### src/rtl/if_fetch_queue.sv
// Instruction-fetch front end: owns the PC, issues one word read at a time to
// instruction memory, and buffers fetched {inst, pc+4} pairs in a 2-entry queue.
module if_fetch_queue #(
  parameter logic [31:0] RESET_PC = 32'h0000_0000
) (
  input  logic        CLK,
  input  logic        CLR,
  output logic        imem_req,
  output logic [31:0] imem_addr,
  input  logic        imem_ack,
  input  logic [31:0] imem_data,
  output logic        out_valid,
  output logic [31:0] out_inst,
  output logic [31:0] out_pc4,
  input  logic        out_ready,
  input  logic        redirect,
  input  logic [31:0] redirect_target
);

  typedef enum logic [1:0] {IDLE, BUSY, DROP} state_t;

  state_t      state_reg, state_next;
  logic [31:0] pc_reg, pc_next;
  logic [31:0] fetch_addr_reg, fetch_addr_next;
  logic [1:0]  count_reg, count_next;
  logic        rd_ptr_reg, rd_ptr_next;
  logic        wr_ptr_reg, wr_ptr_next;
  logic [31:0] inst_mem [2];
  logic [31:0] pc4_mem  [2];

  logic        ack;
  logic        pop;
  logic        push;
  logic [1:0]  cnt_after_pop;
  logic [31:0] target;

  assign ack           = imem_ack & (state_reg != IDLE);
  assign pop           = out_valid & out_ready;
  assign cnt_after_pop = count_reg - {1'b0, pop};
  assign target        = redirect_target & ~32'h0000_0003;

  always_comb begin
    state_next      = state_reg;
    pc_next         = pc_reg;
    fetch_addr_next = fetch_addr_reg;
    count_next      = count_reg;
    rd_ptr_next     = rd_ptr_reg;
    wr_ptr_next     = wr_ptr_reg;
    push            = 1'b0;

    if (redirect) begin
      // Flush drops any same-cycle pop and push along with the queued entries.
      count_next  = 2'd0;
      rd_ptr_next = 1'b0;
      wr_ptr_next = 1'b0;
      if (state_reg == IDLE || ack) begin
        fetch_addr_next = target;
        pc_next         = target + 32'd4;
        state_next      = BUSY;
      end else begin
        // Stale request still in flight: let it finish, then refetch from pc.
        pc_next    = target;
        state_next = DROP;
      end
    end else begin
      case (state_reg)
        IDLE: begin
          if (count_reg < 2'd2) begin
            fetch_addr_next = pc_reg;
            pc_next         = pc_reg + 32'd4;
            state_next      = BUSY;
          end
        end
        BUSY: begin
          if (ack) begin
            push = 1'b1;
            if (cnt_after_pop == 2'd0) begin
              fetch_addr_next = pc_reg;
              pc_next         = pc_reg + 32'd4;
            end else begin
              state_next = IDLE;
            end
          end
        end
        DROP: begin
          if (ack) begin
            fetch_addr_next = pc_reg;
            pc_next         = pc_reg + 32'd4;
            state_next      = BUSY;
          end
        end
        default: state_next = IDLE;
      endcase

      if (pop) begin
        rd_ptr_next = ~rd_ptr_reg;
      end
      if (push) begin
        wr_ptr_next = ~wr_ptr_reg;
      end
      count_next = cnt_after_pop + {1'b0, push};
    end
  end

  always_ff @(posedge CLK) begin
    if (CLR) begin
      state_reg      <= IDLE;
      pc_reg         <= RESET_PC;
      fetch_addr_reg <= RESET_PC;
      count_reg      <= 2'd0;
      rd_ptr_reg     <= 1'b0;
      wr_ptr_reg     <= 1'b0;
      for (int i = 0; i < 2; i++) begin
        inst_mem[i] <= '0;
        pc4_mem[i]  <= '0;
      end
    end else begin
      state_reg      <= state_next;
      pc_reg         <= pc_next;
      fetch_addr_reg <= fetch_addr_next;
      count_reg      <= count_next;
      rd_ptr_reg     <= rd_ptr_next;
      wr_ptr_reg     <= wr_ptr_next;
      if (push) begin
        inst_mem[wr_ptr_reg] <= imem_data;
        pc4_mem[wr_ptr_reg]  <= fetch_addr_reg + 32'd4;
      end
    end
  end

  assign imem_req  = (state_reg != IDLE);
  assign imem_addr = fetch_addr_reg;
  assign out_valid = (count_reg != 2'd0);
  assign out_inst  = out_valid ? inst_mem[rd_ptr_reg] : 32'd0;
  assign out_pc4   = out_valid ? pc4_mem[rd_ptr_reg]  : 32'd0;

endmodule

### config.mk
export PLATFORM = sky130hd
export DESIGN_NAME = if_fetch_queue
export DESIGN_NICKNAME = d
export VERILOG_FILES = /design/src/rtl/if_fetch_queue.sv
export SDC_FILE = /design/constraint.sdc
export NUM_CORES = 1
export LEC_CHECK = 0
export CORE_MARGIN = 2
export CORE_UTILIZATION = 39
export CTS_CLUSTER_DIAMETER = 120
export DETAILED_ROUTE_END_ITERATION = 6
export PLACE_DENSITY = 0.67
export SLEW_MARGIN = 20
export SYNTH_ARGS = -nofsm -noshare
export SYNTH_HDL_FRONTEND = slang
export SYNTH_SLANG_ARGS = --single-unit
### constraint.sdc
create_clock -name CLK -period 11 [get_ports CLK]
set_input_delay 2.2 -clock CLK [delete_from_list [all_inputs] [get_ports CLK]]
set_output_delay 2.2 -clock CLK [all_outputs]
set_load 0.01 [all_outputs]
Yosys cells after proc, flatten, opt, wreduce, memory -nomap -nowiden
Memory sizes are Yosys's and may differ from the RTL's. A register that Yosys moved wholly into a read port is not among the register bits. Cells that the tools add are included.

Memory bits (read-only): 0. Bits of input ports: 69. Output and inout port bits: 98. Memory bits (writable): 128. Bits in latches: 0. Memories kept: 2. Register bits: 70.

Memory list: inst_mem (depth 2, width 32, rd ports 1, clocked after memory_dff 1, wr ports 2, line 28) `logic [31:0] inst_mem [2];`; pc4_mem (depth 2, width 32, rd ports 1, clocked after memory_dff 1, wr ports 2, line 29) `logic [31:0] pc4_mem [2];`.

Div/mod/pow operators: 0. Reduce and logical (&&, ||, !) cells: 12. Shift operators: 0. Multiply operators: 0. Bitwise operators: 4. Equal/unequal tests: 8. Mux-type cells: 42. Magnitude comparators: 1. Add/subtract/negate cells: 5.

Operators by type and width (count): $mux 32 (16); $pmux 32 s3 (2); $add 32x3->32 const B (3); $reduce_or 32->1 (2); $mux 1 (17); $mux 2 (6); $ne 3x3->1 const B (4); $pmux 2 s3 (1); $reduce_and 6->1 (1); $reduce_and 5->1 (1); $logic_not 2->1 (2); $reduce_and 4->1 (1); $reduce_bool 2->1 (2); $reduce_bool 4->1 (1); $ne 3x2->1 const B (1); $add 2x1->2 (1); $and 1x1->1 (2); $eq 2x1->1 const B (1); $eq 2x2->1 const B (1); $lt 2x2->1 const B (1); $ne 2x1->1 const B (1); $not 1->1 (2); $reduce_or 2->1 (1); $sub 2x1->2 (1); $logic_or 1x1->1 (1).

Longest topological paths before layout
Gate-level depths: netlist of the first run.

Word-level depth: 11. Mapped depth: 11.

Worst setup path before layout of the first run
Ideal clock, no wire load.

Kind: input -> register. Start point: in redirect. End point: mem inst_mem[0][0] (enable). Setup time: 0.431 ns. Arrival: 4.802 ns. Cell stages on the path: 5. Path slack: 5.767 ns. Cells stage by stage: buf_2 or2_2 or4_1 clkbuf_1 nand2b_1.

RTL lines: start: declaration (line 16) `input logic redirect,`; end: declaration (line 28).

==> flow_summary.yaml, run 1 <==
pwr:
  p_leak_uw: 0.00421
  p_int_uw: 1250
  power.combinational.fraction_pct: 16.2
  part_of_the_total_power_dissipated_in_sequential_elements_pct: 49.7
  clockPowerShare_pct: 34.1
  netSwitchingFraction_pct: 28.8
  cellPowerDensity_mw_per_mm2: 137
  p_sw_uw: 506
  worst_ir_drop_vdd_mv: 0.0857
  totalPowerFinal_uw: 1760
place:
  routabilityCongestion: 0.889
  placed_cell_area_mm2: 0.0122
  dp_hpwl_um: 17700
  placement.io_buffers: 164
synth:
  ys_top_cells_by_area: "edfxtp_1 (36%), dfxtp_1 (13%), mux2i_1 (9.1%), nor2_1 (5.6%), and2_1 (4.6%)"
  synthesis.area_per_instance_um2: 10.3
  synth.ff_latch_count: 194
  ys_async_sr_fraction_pct: 0
  top_area_cell_type_share_of_the_netlist_area_pct: 36.5
  ys_types: 73
  synth_enable_flop_cells: 126
  post_synth_instance_area_mm2: 0.0104
  synthFlopType: "edfxtp_1"
  synth_sequential_area_ratio_pct: 49.6
  post_synth_inst_count: 1011
  yosysWarnings: 0
  mappedNetlistNets: 1088
  yosysTopAreaCell: "edfxtp_1"
detailed_routing:
  detailroute.via_count: 8018
  drt.antenna.violating_nets: 0
  wire_per_inst_um: 17.7
  drc: 0
  vias_per_cell: 5.40
  1st_iter_drt_viols: 929
  first_pass_iters: 5
  postRouteWirelength_um: 26200
global_route:
  antenna_found_initial: 0
  grt.met1_usage_pct: 27.0
  global_route.overflow_total: 0
  global_route.usage.met2_pct: 28.4
  wire_length_of_the_first_global_routing_pass_um: 41300
  grt.met3_usage_pct: 3.33
  grt_start_max_net_pins: 65
  gr-max-usage-layer: "met2"
  vias_in_the_first_global_route: 7432
  grt_usage_pct: 18.6
critical_path:
  cp-end-kind: "flop"
  r2r.worst_path.cells: 11
  cp.required_ns: 11.06
  kind_of_launch_point_of_the_worst_setup_path: "primary input"
  worst_path_most_repeated_cell: "buf_4"
  critPathBufInv: 4
  critical-path-max-stage-delay_ns: 0.67
  timing.critical_path.cells: "buf_2, buf_4, or2_2, or4_1, buf_4, nand2b_2, buf_4"
  cp_max_fo: 63
  crit_family: "buffers and inverters"
  critPathArrivalTime_ns: 4.88
  slowest_stage: "buf_4"
  timing.setup.critical_path_class: "in2reg"
  crit_cells: 7
clocking:
  cts_max_level: 4
  clk_pin_slew_worst_paths_ns: 0.07
  cts_tree: "built"
  clkLatencyLatePin_ns: 0.44
  postCtsSetupBuffers: 0
  clk_path_buf_depth: 2
  cts_hold_buffers: 0
  post_cts.resized_instances: 0
  cts.sink_count: 194
  cts_root_buf: "clkbuf_16"
  cts_inserted_buffers: 17
timing:
  timing_worst_slew_pin_value_ns: 1.09
  worst_slew_slack_as_a_fraction_of_its_limit_pct: 27.2
  rsz0062_at_grt: "no"
  timing_limited_maximum_frequency_ghz: 0.207
  setup_violations: 0
  setup_total_negative_slack_ns: 0
  finalClockSkew_ns: 0.0160
  timing.final.max_slew_violations: 0
  min_period_ns: 4.82
  final_min_period_over_clock_period_pct: 43.8
  timing.final.hold_violations: 0
layout:
  design_area_mm2: 0.0128
  post_route_cells_drive_above_1_share_pct: 6.70
  largest_register_ff_count: 64
  final_net_count: 1213
  largest-register: "inst_mem"
  antennaDiodeCount: 0
  area.growth.synth_to_final_pct: 23.2
floorplan:
  die_height_um: 167
  placeableCoreArea_mm2: 0.0261
  dieArea_mm2: 0.0279
  die_extent_in_x_um: 167
  initial_core_util_pct: 39.8
  design.portCount: 167
  rows: 59
outcome:
  run_status: "complete, no violations"
worst_hold_path:
  worstHoldPathCells: 2
  worst_hold_class: "reg2reg"
flow_run:
  cap_violations: 0
==> layout make-up <==
| type | count | area [um^2] |
|---|---|---|
| fill | 2398 | 13300 |
| sequential | 194 | 5150 |
| multi-input combinational | 727 | 4840 |
| timing repair buffer | 177 | 1730 |
| clock buffer | 17 | 425 |
| tap | 335 | 419 |
| clock inverter | 15 | 140 |
| inverter | 19 | 71.3 |
==> cells in the mapped netlist (all sizes together) (3+ instances only) <==
cell and number:
a211oi 38, a21o 4, a21oi 37, a311oi 9, a31oi 4, a41oi 3, and2 78, and3 13
and4 12, buf 18, clkbuf 51, dfxtp 68, edfxtp 126, ha 8, inv 18, mux2i 94
nand2 48, nand2b 3, nand3 27, nand4 24, nor2 155, nor2b 3, nor3 17, nor3b 3
nor4 22, nor4b 4, o211a 3, o211ai 8, o21a 4, o21ai 8, o22ai 3, o31ai 6
or2 4, or3 4, or4 5, xnor2 41, xor2 17
==> layer usage <==
metal	vias up	part of all wire, %
li1	3942	-
met1	3796	47
met2	248	46
met3	32	5.5
met4	0	1.9
met5	-	0
==> worst register-to-register path: stages (launching register included) <==
cell      delay, ns
dfxtp_1        0.40
nor2_4         0.11
buf_4          0.55
inv_1          0.14
and2_1         0.23
ha_1           0.22
xnor2_2        0.30
o211ai_4       0.24
o21ai_2        0.19
and2_0         0.58
buf_4          0.36
a311oi_1       0.11
==> cell families after synthesis <==
logic type | Yosys count | share of synthesized area [%]
and+or+nand+nor | 425 | 21.5
buffers and inverters | 90 | 3.93
muxes | 94 | 9.07
AOI/OAI and AO/OA | 142 | 9.93
adders and majority gates | 8 | 0.965
DFF | 194 | 49.6
xor gates and xnor gates | 58 | 4.97
==> final timing paths <==
path	startpoint	to	slack [ns]
hold / removal	rd_ptr_reg	flop	0.52
setup reg to reg	count_reg[1]	imem_addr[17]	7.41
setup / recovery	redirect	pc4_mem[0][1]	6.18
hold reg to reg	rd_ptr_reg	flop	0.52
==> power by group through the flow <==
stage               logic (uW)  registers, uW  clock network, uW
CTS                        284            872                610
global placement           281            887                  0
global route               308            880                640
finish                     284            873                599
floorplan                  162            880                  0
detailed placement         283            889                  0
==> through the flow <==
| step | setup slack [ns] | hold WS, ns | std cells | util, % |
|---|---|---|---|---|
| 6_report | 6.18 | 0.522 | 1484 | 49.1 |
| 5_1_grt | 6.06 | 0.563 | 1484 | 49.1 |
| 4_1_cts | 6.13 | 0.522 | 1484 | 49.0 |
| 3_5_place_dp | 5.72 | 0.511 | 1452 | 46.9 |
| 3_3_place_gp | 5.70 | 0.498 | 1452 | 46.9 |
| 2_1_floorplan | 5.77 | 0.474 | 1011 | - |
==> layout by cell type, fill, tap and decap left out, types with 12 or more instances in the layout <==
cell type and n:
a21oi_1 37, and3_1 12, edfxtp_1 126, clkbuf_16 17, clkdlybuf4s50_1 162, mux2i_1 94
nor4_1 20, nand4_1 22, and2_1 77, a211oi_1 38, nand2_1 48, xnor2_1 40
inv_1 18, buf_4 12, nor3_1 15, nor2_1 154, dfxtp_1 67, nand3_1 24
xor2_1 17
Note: power is estimated with default switching activity, not from simulation.
==> run 2: changes to the inputs <==
--- a/config.mk
+++ b/config.mk
@@ -9,7 +9,7 @@
 export CORE_UTILIZATION = 39
 export CTS_CLUSTER_DIAMETER = 120
 export DETAILED_ROUTE_END_ITERATION = 6
-export PLACE_DENSITY = 0.67
+export PLACE_DENSITY = 0.7
 export SLEW_MARGIN = 20
 export SYNTH_ARGS = -nofsm -noshare
 export SYNTH_HDL_FRONTEND = slang
==> constraint.sdc (replaced) <==
create_clock -name CLK -period 4 [get_ports CLK]
set_input_delay 0.8 -clock CLK [delete_from_list [all_inputs] [get_ports CLK]]
set_output_delay 0.8 -clock CLK [all_outputs]
set_load 0.01 [all_outputs]
==> run 2 against run 1 <==
Net effect:
- final cell count is 0.61% higher
- critical path depth decreased by 3
- non-clock buffer count grew 9
- clock power increased to 2.9 times the previous value
- first-iteration DRC count is 20% lower
- largest power group unchanged
- die area unchanged
- highest routed layer unchanged
- register-to-register slack worse by 6.2 ns
==> flow_summary.yaml, run 2 (synthesis results as in run 1) <==
global_route:
  wire_length_of_the_first_global_routing_pass_um: 41200
  grt_start_max_net_pins: 64
  vias_in_the_first_global_route: 7475
  global_route.overflow_total: 0
  grt_usage_pct: 18.5
  antenna_found_initial: 0
layout:
  post_route_cells_drive_above_1_share_pct: 7.43
  largest_register_ff_count: 64
  multi_input_comb_area_mm2: 0.00484
  layout_common_cells: "clkdlybuf4s50_1 (162), nor2_1 (154), edfxtp_1 (126), mux2i_1 (94), and2_1 (77)"
  largest-register: "inst_mem"
  area.growth.synth_to_final_pct: 24.5
  filler_cells: 2351
  final_core_utilization_pct: 49.5
  seq_cell_area_mm2: 0.00515
  antennaDiodeCount: 0
  final_net_count: 1222
  layout.cells.non_filler: 1493
  layout_commonest_cell: "clkdlybuf4s50_1"
clocking:
  cts_tree: "built"
  cts_hold_buffers: 0
  cts.sink_count: 194
  cts_inserted_buffers: 17
  clkLatencyLatePin_ns: 0.44
  clk_path_buf_depth: 2
  clk_pin_slew_worst_paths_ns: 0.08
  cts_root_buf: "clkbuf_16"
  post_cts.resized_instances: 0
  cts_max_level: 4
  postCtsSetupBuffers: 0
critical_path:
  cp.required_ns: 3.20
  critPathArrivalTime_ns: 2.32
  crit_family: "buffers and inverters"
  timing.critical_path.cells: "buf_4, mux2i_1, nor2_1, clkdlybuf4s50_1"
  timing.setup.critical_path_class: "reg2out"
  critical-path-max-stage-delay_ns: 0.68
  kind_of_launch_point_of_the_worst_setup_path: "flop"
  slowest_stage: "dfxtp_4"
  cp-end-kind: "output pin"
  cp_max_fo: 27
  critPathBufInv: 2
flow_run:
  cap_violations: 0
floorplan:
  placeableCoreArea_mm2: 0.0261
  initial_core_util_pct: 39.8
  die_extent_in_x_um: 167
  dieArea_mm2: 0.0279
  die_height_um: 167
  design.portCount: 167
  rows: 59
place:
  placement.io_buffers: 164
  routabilityCongestion: 0.881
  placement.setup.worst_slack_ns: 0.642
  placedCellCount: 1461
  dp_hpwl_um: 18000
worst_hold_path:
  worst_hold_class: "reg2reg"
timing:
  setup_violations: 0
  timing.final.hold_violations: 0
  final_min_period_over_clock_period_pct: 78.0
  finalClockSkew_ns: 0.0105
  timing.final.max_slew_violations: 0
  setup_total_negative_slack_ns: 0
  setup_slack_ns: 0.880
  min_period_ns: 3.12
  timing_limited_maximum_frequency_ghz: 0.320
  timing_worst_slew_pin_value_ns: 0.757
  rsz0062_at_grt: "no"
  worst_slew_slack_as_a_fraction_of_its_limit_pct: 49.5
detailed_routing:
  detailroute.via_count: 8122
  first_pass_iters: 7
  drc: 0
  wire_per_inst_um: 17.3
  drt.antenna.violating_nets: 0
  1st_iter_drt_viols: 743
  vias_per_cell: 5.44
  postRouteWirelength_um: 25800
pwr:
  cellPowerDensity_mw_per_mm2: 379
  p_leak_uw: 0.00429
  worst_ir_drop_vdd_mv: 0.260
outcome:
  run_status: "complete, no violations"
-- run 2: report_power, final --
part / switching (uW) / leakage, uW / internal, uW / total, uW
logic: 421 / 0.00213 / 361 / 782
clock network: 858 / 0.000294 / 849 / 1710
registers: 148 / 0.00186 / 2250 / 2400
-- run 2: cell type report --
class                           instances  area share, %
Clock buffer                           17           3.29
Timing Repair Buffer                  186           14.1
Tap cell                              335           3.25
Clock inverter                         15           1.41
Sequential cell                       194           39.9
Multi-Input combinational cell        727           37.5
Inverter                               19          0.552
-- run 2: per-stage QoR --
step | hold slack, ns | power, uW | cell area [um^2]
final | 0.527 | 4890 | 12900
after CTS | 0.531 | 4930 | 12900
after detailed placement | 0.508 | 3230 | 12300
after global routing | 0.555 | 5090 | 12900
after floorplan | 0.474 | 2860 | 10400
after global placement | 0.500 | 3220 | 12300
-- run 2: worst reg2reg max path: stages (launching register included) --
cell      delay, ns
dfxtp_1        0.51
nor2_4         0.07
inv_1          0.07
and2_1         0.23
ha_1           0.30
or2b_2         0.34
o211ai_4       0.24
o21ai_2        0.11
buf_4          0.21
and2_0         0.14
buf_4          0.23
a311oi_1       0.24
-- run 2: worst paths after layout --
check             cells past startpoint         start             to  slack [ns]
setup / recovery                      4          flop     out_pc4[0]        0.88
hold / removal                        2    rd_ptr_reg     rd_ptr_reg        0.53
setup reg to reg                     11  count_reg[1]  imem_addr[22]        1.24
hold reg to reg                       2    rd_ptr_reg     rd_ptr_reg        0.53
-- run 2: per-layer routing --
metal	vias to the layer above	track usage, %	wire (um)
li1	3943	-	-
met1	3850	26.2	11800
met2	297	28.5	11700
met3	32	4.28	1870
met4	0	5.40	421
met5	-	0	0
==> run 3: changes to the inputs <==
--- a/config.mk
+++ b/config.mk
@@ -9,7 +9,7 @@
 export CORE_UTILIZATION = 39
 export CTS_CLUSTER_DIAMETER = 120
 export DETAILED_ROUTE_END_ITERATION = 6
-export PLACE_DENSITY = 0.7
+export PLACE_DENSITY = 0.67
 export SLEW_MARGIN = 20
 export SYNTH_ARGS = -nofsm -noshare
 export SYNTH_HDL_FRONTEND = slang
==> constraint.sdc (replaced) <==
create_clock -name CLK -period 3.15 [get_ports CLK]
set_input_delay 0.63 -clock CLK [delete_from_list [all_inputs] [get_ports CLK]]
set_output_delay 0.63 -clock CLK [all_outputs]
set_load 0.01 [all_outputs]
==> run 3 against run 2 <==
Net effect:
- die area is the same
- clock skew grew 0.00055 ns
- sequential power grew 27%
- cell area grew 1.3%
==> flow_summary.yaml, run 3 (synthesis results as in run 1) <==
global_route:
  vias_in_the_first_global_route: 7723
  global_route.overflow_total: 0
  antenna_found_initial: 0
  grt_usage_pct: 19.2
  wire_length_of_the_first_global_routing_pass_um: 42600
  grt_start_max_net_pins: 64
timing:
  final_min_period_over_clock_period_pct: 93.2
  finalClockSkew_ns: 0.0110
  final.hold.worst_slack_ns: 0.518
  timing_limited_maximum_frequency_ghz: 0.341
  worst_slew_slack_as_a_fraction_of_its_limit_pct: 48.6
  timing.final.max_slew_violations: 0
  timing.final.hold_violations: 0
  rsz0062_at_grt: "no"
  timing_worst_slew_pin_value_ns: 0.771
  min_period_ns: 2.93
  setup_violations: 0
  setup_total_negative_slack_ns: 0
detailed_routing:
  first_pass_iters: 5
  1st_iter_drt_viols: 763
  postRouteWirelength_um: 26500
  drt.antenna.violating_nets: 0
  drc: 0
  wire_per_inst_um: 17.6
  detailroute.via_count: 8136
  vias_per_cell: 5.40
critical_path:
  kind_of_launch_point_of_the_worst_setup_path: "flop"
  timing.setup.critical_path_class: "reg2out"
  critPathArrivalTime_ns: 2.30
  cp.required_ns: 2.52
  cp_max_fo: 63
  cp-end-kind: "output pin"
clocking:
  clk_path_buf_depth: 2
  cts_inserted_buffers: 17
  cts_tree: "built"
  cts_max_level: 4
  post_cts.resized_instances: 0
  cts_root_buf: "clkbuf_16"
  clk_pin_slew_worst_paths_ns: 0.08
  cts_hold_buffers: 0
  clkLatencyLatePin_ns: 0.43
  postCtsSetupBuffers: 0
  cts.sink_count: 194
layout:
  antennaDiodeCount: 0
  largest_register_ff_count: 64
  final_net_count: 1237
  layout_commonest_cell: "clkdlybuf4s50_1"
  layout.cells.non_filler: 1508
  final_core_utilization_pct: 50.2
  filler_cells: 2391
  layout_common_cells: "clkdlybuf4s50_1 (162), nor2_1 (154), edfxtp_1 (126), mux2i_1 (94), and2_1 (77)"
  post_route_cells_drive_above_1_share_pct: 8.61
  area.growth.synth_to_final_pct: 26.1
  design_area_mm2: 0.0131
  largest-register: "inst_mem"
pwr:
  p_leak_uw: 0.00437
  cellPowerDensity_mw_per_mm2: 478
  worst_ir_drop_vdd_mv: 0.290
place:
  dp_hpwl_um: 18700
  placement.io_buffers: 164
  routabilityCongestion: 0.894
  placedCellCount: 1476
  placed_cell_area_mm2: 0.0125
worst_hold_path:
  worst_hold_class: "reg2reg"
flow_run:
  cap_violations: 0
floorplan:
  initial_core_util_pct: 39.8
  placeableCoreArea_mm2: 0.0261
  die_extent_in_x_um: 167
  rows: 59
  dieArea_mm2: 0.0279
  design.portCount: 167
  die_height_um: 167
outcome:
  run_status: "complete, no violations"
[run 3: cell count changes in the layout (fill, tap and decap cells not counted)]
cell / previous run / this run
inv_8: 2 / 5
clkinv_4: 1 / 0
inv_6: 6 / 5
buf_4: 20 / 30
clkinvlp_4: 0 / 1
buf_12: 2 / 7
inv_12: 0 / 1
clkinv_8: 6 / 3
[run 3: worst max-delay path, cell delays in order, from the launching register on]
cell             delay, ns
dfxtp_1               0.41
nor2_4                0.14
buf_4                 0.55
nor2_1                0.19
clkdlybuf4s50_1       0.52
[run 3: final timing paths]
path,start,end,slack (ns),depth (start not counted)
worst max register to register,count_reg[1],pc_reg[24],0.53,9
worst min register to register,pc_reg[26],imem_addr[26],0.52,2
worst min-delay path,pc_reg[26],imem_addr[26],0.52,2
worst max-delay path,count_reg[1],out_pc4[14],0.22,4
[run 3: through the flow]
stage | setup slack (ns) | total power (uW)
floorplan | 0.186 | 3630
global placement | 0.187 | 4120
detailed placement | 0.125 | 4140
CTS | 0.155 | 6290
global route | 0.0607 | 6510
finish | 0.215 | 6250
[run 3: area by class of cell]
class,instances,area (um^2),area share (%)
inverter,19,71.3,0.545
timing repair buffer,201,2000,15.3
tap,335,419,3.21
clock buffer,17,425,3.25
clock inverter,15,173,1.32
multi-input combinational,727,4840,37.0
sequential,194,5150,39.4
[run 3: power breakdown]
| part | leakage [uW] | switching, uW | total [uW] | internal (uW) |
|---|---|---|---|---|
| clock network | 0.000291 | 1090 | 2170 | 1080 |
| registers | 0.00186 | 179 | 3040 | 2860 |
| logic | 0.00222 | 557 | 1040 | 483 |
| total | 0.00437 | 1830 | 6250 | 4430 |
[run 3: layer usage]
layer | part of all wire, % | global-route usage [%]
met4 | 1.0 | 4.42
met5 | 0 | 0
met2 | 47 | 30.7
met3 | 6.1 | 3.17
met1 | 46 | 27.4
